## config.mk

```make
export PLATFORM = sky130hd
export DESIGN_NAME = lc3_mem_arbiter
export DESIGN_NICKNAME = d
export VERILOG_FILES = /design/src/rtl/lc3_mem_arbiter.sv
export SDC_FILE = /design/constraint.sdc
export NUM_CORES = 1
export LEC_CHECK = 0
export ABC_AREA = 1
export CAP_MARGIN = 20
export CORE_MARGIN = 10
export CORE_UTILIZATION = 38
export DETAILED_ROUTE_END_ITERATION = 6
export GPL_TIMING_DRIVEN = 0
export PLACE_DENSITY_LB_ADDON = 0.1
export REMOVE_ABC_BUFFERS = 1
export SLEW_MARGIN = 20
export SYNTH_ARGS = -nofsm -noshare
export SYNTH_HDL_FRONTEND = slang
export SYNTH_SLANG_ARGS = --single-unit
```

## constraint.sdc

```tcl
create_clock -name clk -period 2.3 [get_ports clk]
set_input_delay 0.69 -clock clk [delete_from_list [all_inputs] [get_ports clk]]
set_output_delay 0.69 -clock clk [all_outputs]
set_load 0.05 [all_outputs]
```

## src/rtl/lc3_mem_arbiter.sv

```systemverilog
// Shares the LC-3 main-memory port between fetch, data and debug requesters,
// one transaction at a time, hiding the memory's fixed read latency.
module lc3_mem_arbiter #(
  parameter int ADDR_W  = 16,
  parameter int DATA_W  = 16,
  parameter int MEM_LAT = 1
) (
  input  logic              clk,
  input  logic              rst_n,
  input  logic              f_req,
  input  logic              d_req,
  input  logic              x_req,
  input  logic              f_we,
  input  logic              d_we,
  input  logic              x_we,
  input  logic [ADDR_W-1:0] f_addr,
  input  logic [ADDR_W-1:0] d_addr,
  input  logic [ADDR_W-1:0] x_addr,
  input  logic [DATA_W-1:0] d_wdata,
  input  logic [DATA_W-1:0] x_wdata,
  output logic              f_gnt,
  output logic              d_gnt,
  output logic              x_gnt,
  output logic              f_rvalid,
  output logic              d_rvalid,
  output logic              x_rvalid,
  output logic [DATA_W-1:0] rsp_data,
  output logic              busy,
  output logic              mem_en,
  output logic              mem_we,
  output logic [ADDR_W-1:0] mem_addr,
  output logic [DATA_W-1:0] mem_wdata,
  input  logic [DATA_W-1:0] mem_rdata
);

  localparam int CNT_W = (MEM_LAT > 1) ? $clog2(MEM_LAT) : 1;
  localparam logic [CNT_W-1:0] CNT_LOAD = CNT_W'(MEM_LAT - 1);

  typedef enum logic [1:0] {IDLE, ISSUE, WAIT, RESP} state_t;
  typedef enum logic [1:0] {OWN_F, OWN_D, OWN_X, OWN_NONE} owner_t;

  state_t            state;
  owner_t            owner;
  owner_t            win;
  logic              lat_we;
  logic [CNT_W-1:0]  cnt;
  logic              rr_last_d;
  logic              win_we;
  logic [ADDR_W-1:0] win_addr;
  logic [DATA_W-1:0] win_wdata;

  // Fetch never writes; the port exists only for symmetry with the others.
  logic unused_f_we;
  assign unused_f_we = f_we;

  // Debug always wins; d/f ties go to whichever was not granted last.
  function automatic owner_t pick_owner(input logic x, input logic d,
                                        input logic f, input logic last_d);
    if (x)          return OWN_X;
    else if (d && f) return last_d ? OWN_F : OWN_D;
    else if (d)     return OWN_D;
    else if (f)     return OWN_F;
    else            return OWN_NONE;
  endfunction

  always_comb begin
    win       = pick_owner(x_req, d_req, f_req, rr_last_d);
    win_we    = 1'b0;
    win_addr  = f_addr;
    win_wdata = '0;
    case (win)
      OWN_X: begin
        win_we    = x_we;
        win_addr  = x_addr;
        win_wdata = x_wdata;
      end
      OWN_D: begin
        win_we    = d_we;
        win_addr  = d_addr;
        win_wdata = d_wdata;
      end
      default: ;
    endcase
  end

  always_ff @(posedge clk or negedge rst_n) begin
    if (!rst_n) begin
      state     <= IDLE;
      owner     <= OWN_NONE;
      lat_we    <= 1'b0;
      cnt       <= '0;
      rr_last_d <= 1'b1;
      f_gnt     <= 1'b0;
      d_gnt     <= 1'b0;
      x_gnt     <= 1'b0;
      f_rvalid  <= 1'b0;
      d_rvalid  <= 1'b0;
      x_rvalid  <= 1'b0;
      busy      <= 1'b0;
      mem_en    <= 1'b0;
      mem_we    <= 1'b0;
      mem_addr  <= '0;
      mem_wdata <= '0;
      rsp_data  <= '0;
    end else begin
      f_gnt     <= 1'b0;
      d_gnt     <= 1'b0;
      x_gnt     <= 1'b0;
      f_rvalid  <= 1'b0;
      d_rvalid  <= 1'b0;
      x_rvalid  <= 1'b0;
      mem_en    <= 1'b0;
      mem_we    <= 1'b0;
      mem_addr  <= '0;
      mem_wdata <= '0;
      case (state)
        IDLE, RESP: begin
          // Outputs for ISSUE are registered here so they appear with the state.
          if (win != OWN_NONE) begin
            state     <= ISSUE;
            owner     <= win;
            lat_we    <= win_we;
            busy      <= 1'b1;
            f_gnt     <= (win == OWN_F);
            d_gnt     <= (win == OWN_D);
            x_gnt     <= (win == OWN_X);
            mem_en    <= 1'b1;
            mem_we    <= win_we;
            mem_addr  <= win_addr;
            mem_wdata <= win_wdata;
            if (win == OWN_D)      rr_last_d <= 1'b1;
            else if (win == OWN_F) rr_last_d <= 1'b0;
          end else begin
            state <= IDLE;
            busy  <= 1'b0;
          end
        end
        ISSUE: begin
          state <= WAIT;
          cnt   <= CNT_LOAD;
        end
        WAIT: begin
          if (cnt == '0) begin
            state    <= RESP;
            rsp_data <= lat_we ? '0 : mem_rdata;
            f_rvalid <= (owner == OWN_F);
            d_rvalid <= (owner == OWN_D);
            x_rvalid <= (owner == OWN_X);
          end else begin
            cnt <= cnt - CNT_W'(1);
          end
        end
        default: begin
          state <= IDLE;
          busy  <= 1'b0;
        end
      endcase
    end
  end

endmodule

```

### Word-level counts from Yosys, hierarchy flattened

Cells that the tools add are included.

* flip-flop bits (word level): 64
* word-level logic and storage cells: 74
* output and inout bits: 57
* bits of input ports: 104

* reductions and logical operators: 10
* equal/unequal tests: 9
* mux-type cells: 36
* add/subtract/negate cells: 1
* bitwise gates (word level): 1

Operators by type and width (number)
* $mux 16: 5
* $pmux 16 s2: 2
* $mux 1: 21
* $mux 2: 5
* $eq 2x2->1 const B: 4
* $eq 2x1->1 const B: 3
* $logic_not 2->1: 3
* $pmux 2 s3: 1
* $ne 2x2->1 const B: 2
* $pmux 1 s2: 2
* $reduce_and 2->1: 2
* $reduce_bool 2->1: 2
* $reduce_and 3->1: 1
* $reduce_or 2->1: 1
* $logic_and 1x1->1: 1
* $not 1->1: 1
* $sub 1x1->1 const B: 1

### Logic depth before layout (Yosys ltp)

* depth after elaboration: 8
* gate-level depth with buffers: 12
* depth with buffers taken out: 10

### Worst setup path after synthesis

OpenSTA, ideal clock, no wires.

* path kind: input -> register
* from: in f_req
* to: reg mem_addr[10]
* library setup time: 0.121 ns
* cell stages on the path: 8
* arrival time: 1.978 ns
* setup slack: 0.201 ns
* data required time: 2.179 ns
* path buffers: 2
* cells stage by stage: o21ai_0 > inv_1 > ha_1 > buf_2 > inv_2 > buf_2 > nor2_1 > nor2_1

* word-level cells in the longest chain between the ends: 8
* elaborated cells between the ends (all ways): 11
* classes of those cells: 3 x eq/ne; 7 x mux; 1 x reduce/logical

RTL lines
* from (decl): RTL line 10 `input logic f_req,`
* $mux 2: RTL line 62 `else if (f) return OWN_F;`
* $mux 2: RTL line 61 `else if (d) return OWN_D;`
* $mux 2 *: RTL line 60 `else if (d && f) return last_d ? OWN_F : OWN_D;`
* $mux 2 *: RTL line 59 `if (x) return OWN_X;`
* $eq 2x1->1 or $eq 2x2->1 (tied branches): RTL line 71 `case (win)`
* $pmux 16 s2: RTL line 71
* $mux 16 *: RTL line 119 `if (win != OWN_NONE) begin`
* $mux 16 *: RTL line 116 `case (state)`
* to (signal assigned): RTL line 129 `mem_addr <= win_addr;`
* to (decl): RTL line 31 `output logic [ADDR_W-1:0] mem_addr,`

Mark *: on every way between the ends. The rest lies on a longest branch, timed or not.
A chain may end at the register's enable or synchronous reset.

### Worst setup path after layout

* from: reg busy
* to: out busy

RTL lines
* from (decl): RTL line 28 `output logic busy,`
* from (signal assigned): RTL line 99 `busy <= 1'b0;`
* from (signal assigned): RTL line 123 `busy <= 1'b1;`
* from (signal assigned): RTL line 135 `busy <= 1'b0;`

No word-level cell between the ends.

==> qor.txt <==
GP Congestion - 0.745
fin. max-slew vios - 0
row cnt - 31
Final ANT Viol Nets - 0
gr usage total - 0.159
synthesis-stage register bit count - 63
largest net degree at the start of global routing - 44
Final Non-Filler Cells - 587
CP Capture Point - busy
Vias per Instance - 4.60
Slew headroom - 0.559
class of the most critical setup path - reg -> out
Final Hold Fails - 0
first-pass GRT wire length - 14.2 mm
FMAX - 455 MHz
R2R setup slack - 0.38 ns
DRC - 0
slowest stage delay, CP - 0.81 ns
Int Pwr - 3.41 mW
total power - 6.31 mW
Reg-to-Reg End - mem_addr[11]
DIE AREA - 0.0112 sq mm
clk_lat worst skew - 0.33 ns
Critical Path Start - busy
fin util - 0.659
PwrDens - 1330 mW/mm^2
worst r2r src - rr_last_d
slew of the pin with the lowest slew margin - 0.661 ns
Die Span X - 106 microns
Vias - 2,700
post-synthesis sequential area ratio - 0.565
Crit path max-delay family - buffers and inverters
# hold bufs at CTS - 0
final critical-path required period - 2.20 ns
type of destination of the critical path - primary output
relative area change from synthesis to final layout - 70.1%
HPWL Detailed - 6.84 mm
H-tree depth - 3
CP bufs+invs - 1
Combinational Power Share - 0.549
antenna violations before repair - 0
clock root buffer master - clkbuf_8
commonest cells after routing, fill and taps aside - 158 x clkdlybuf4s50_1, 134 x nand2_1, 60 x dfrtp_1, 33 x nor2_1, 18 x nand3_1
DP Area - 0.00443 sq mm
Startpoint Class - flop
power share of the sequential group - 0.267
nets - 593
CTS max path bufs - 2
fill count - 614
Core ar. - 0.00721 sq mm
slowest CP cell - clkdlybuf4s50_1
Yosys warnings - 0
CTS Sinks - 63
share of layout cells above drive strength 1 - 0.0881
worst vdd ir - 0.000482 V
switch share - 0.460
Setup Skew - 0.0114 ns
# IOs - 161
GRT overflow - 0
routed wire length - 9.15 mm
clock slew at reported path FFs - 0.08 ns
Antenna diodes - 0
P_sw - 2.91 mW
Initial Util - 0.387
Synth Area per Inst - 8.52 sq um
WP data arrival - 1.51 ns
Mapped Area - 0.00280 sq mm
P_leak - 2.20 nW
commonest non-fill, non-tap cell in the layout - clkdlybuf4s50_1
Die Height - 106 microns
MaxCap Viol Count - 0
clock share of power - 0.184
Register-to-Register Path Depth - 9
crit-path max FO - 2
WP data required - 1.61 ns
vias in the first global route - 2,787
TNS Setup - 0 ns
period utilization - 0.956
status - complete, no violations
Initial DRC Count - 75
Yosys cell types - 18
Final Cell Area - 0.00475 sq mm
Placed Cells - 568
CP cell instances - clkdlybuf4s50_1
# setup viols final - 0
IO buf count - 159
Mapped Cells - 328
Crit. path cell count - 1
TritonCTS buffer count - 9
Hold Path Class - in -> async
CTS tree - yes
DRT Pass-1 Iters - 4
WL/cell - 15.6 microns
[what timing repair did]
| item | CTS | global route |
|---|---|---|
| pin swaps | 0 | 2 |
| gates resized for setup | 4 | 3 |
| endpoints found under the setup margin | 34 | 36 |
| setup buffers | 0 | 2 |
| gates cloned | 0 | 1 |
[sequential cells by signal, indices dropped and copies added (netlist names)]
| signal | flops |
|---|---|
| owner | 2 |
| rr_last_d | 1 |
| mem_we | 1 |
| mem_en | 1 |
| f_gnt | 1 |
| state | 2 |
| busy | 1 |
| d_gnt | 1 |
| mem_addr | 16 |
| d_rvalid | 1 |
| lat_we | 1 |
| x_gnt | 1 |
| f_rvalid | 1 |
| x_rvalid | 1 |
| rsp_data | 16 |
| mem_wdata | 16 |
[cell families after synthesis]
| group | Yosys count | share of synthesized area |
|---|---|---|
| flops | 63 | 0.565 |
| compound gates | 34 | 0.0743 |
| fa+ha+maj | 6 | 0.0269 |
| simple gates | 190 | 0.273 |
| buf+inv | 35 | 0.0609 |
[worst min-delay path by stage]
stage	from	endpoint	slack (ns)	depth (start not counted)
after floorplan	rst_n	busy	0.39	0
after CTS	rst_n	mem_wdata[3]	0.24	1
after detailed placement	rsp_data[1]	rsp_data[1]	0.47	2
final	rst_n	rsp_data[5]	0.24	1
after global routing	rst_n	rsp_data[9]	0.25	1
after global placement	rr_last_d	rr_last_d	0.45	2
[layer usage]
layer	vias to the layer above	GRT usage	wire [microns]
li1	1333	-	-
met1	1243	0.169	3550
met2	117	0.268	4470
met3	7	0.0786	1040
met4	0	0.0551	95
met5	-	0	0
[power by group through the flow]
stage	registers, mW	clock network [mW]	logic [mW]
floorplan	2.98	0	0.830
global placement	1.69	0	3.31
detailed placement	1.70	0	3.35
CTS	1.69	1.19	3.37
global route	1.73	1.23	3.72
finish	1.69	1.16	3.47
[synth_stat cells]
cell      number  area share
ha_1           6       0.027
o21ai_0       14       0.025
nand3_1       18       0.032
a21oi_2       10       0.031
nor3_1         2      0.0036
clkbuf_1       3      0.0040
nand2_1      135        0.18
a21oi_1        6       0.011
o21ai_1        4      0.0072
buf_2         13       0.023
nor2_1        33       0.044
inv_2          2      0.0027
buf_6          3       0.012
nand2_4        1      0.0040
inv_1         14       0.019
dfrtp_1       60        0.54
nor2_8         1      0.0072
dfstp_2        3       0.028
[layout make-up]
class / count / area, sq um / share of cell area
tap: 99 / 124 / 0.0261
inverter: 16 / 60.1 / 0.0126
clock buffer: 9 / 124 / 0.0261
sequential: 63 / 1580 / 0.332
clock inverter: 7 / 121 / 0.0255
timing repair buffer: 162 / 1640 / 0.346
multi-input combinational: 231 / 1100 / 0.231
[per-stage QoR]
step | hold WS (ns) | setup WS [ns]
CTS | 0.238 | 0.00454
finish | 0.240 | 0.100
global route | 0.248 | -0.0259
floorplan | 0.394 | 0.141
global placement | 0.454 | -1.57
detailed placement | 0.465 | -0.767
Note: power is estimated with default switching activity, not from simulation.
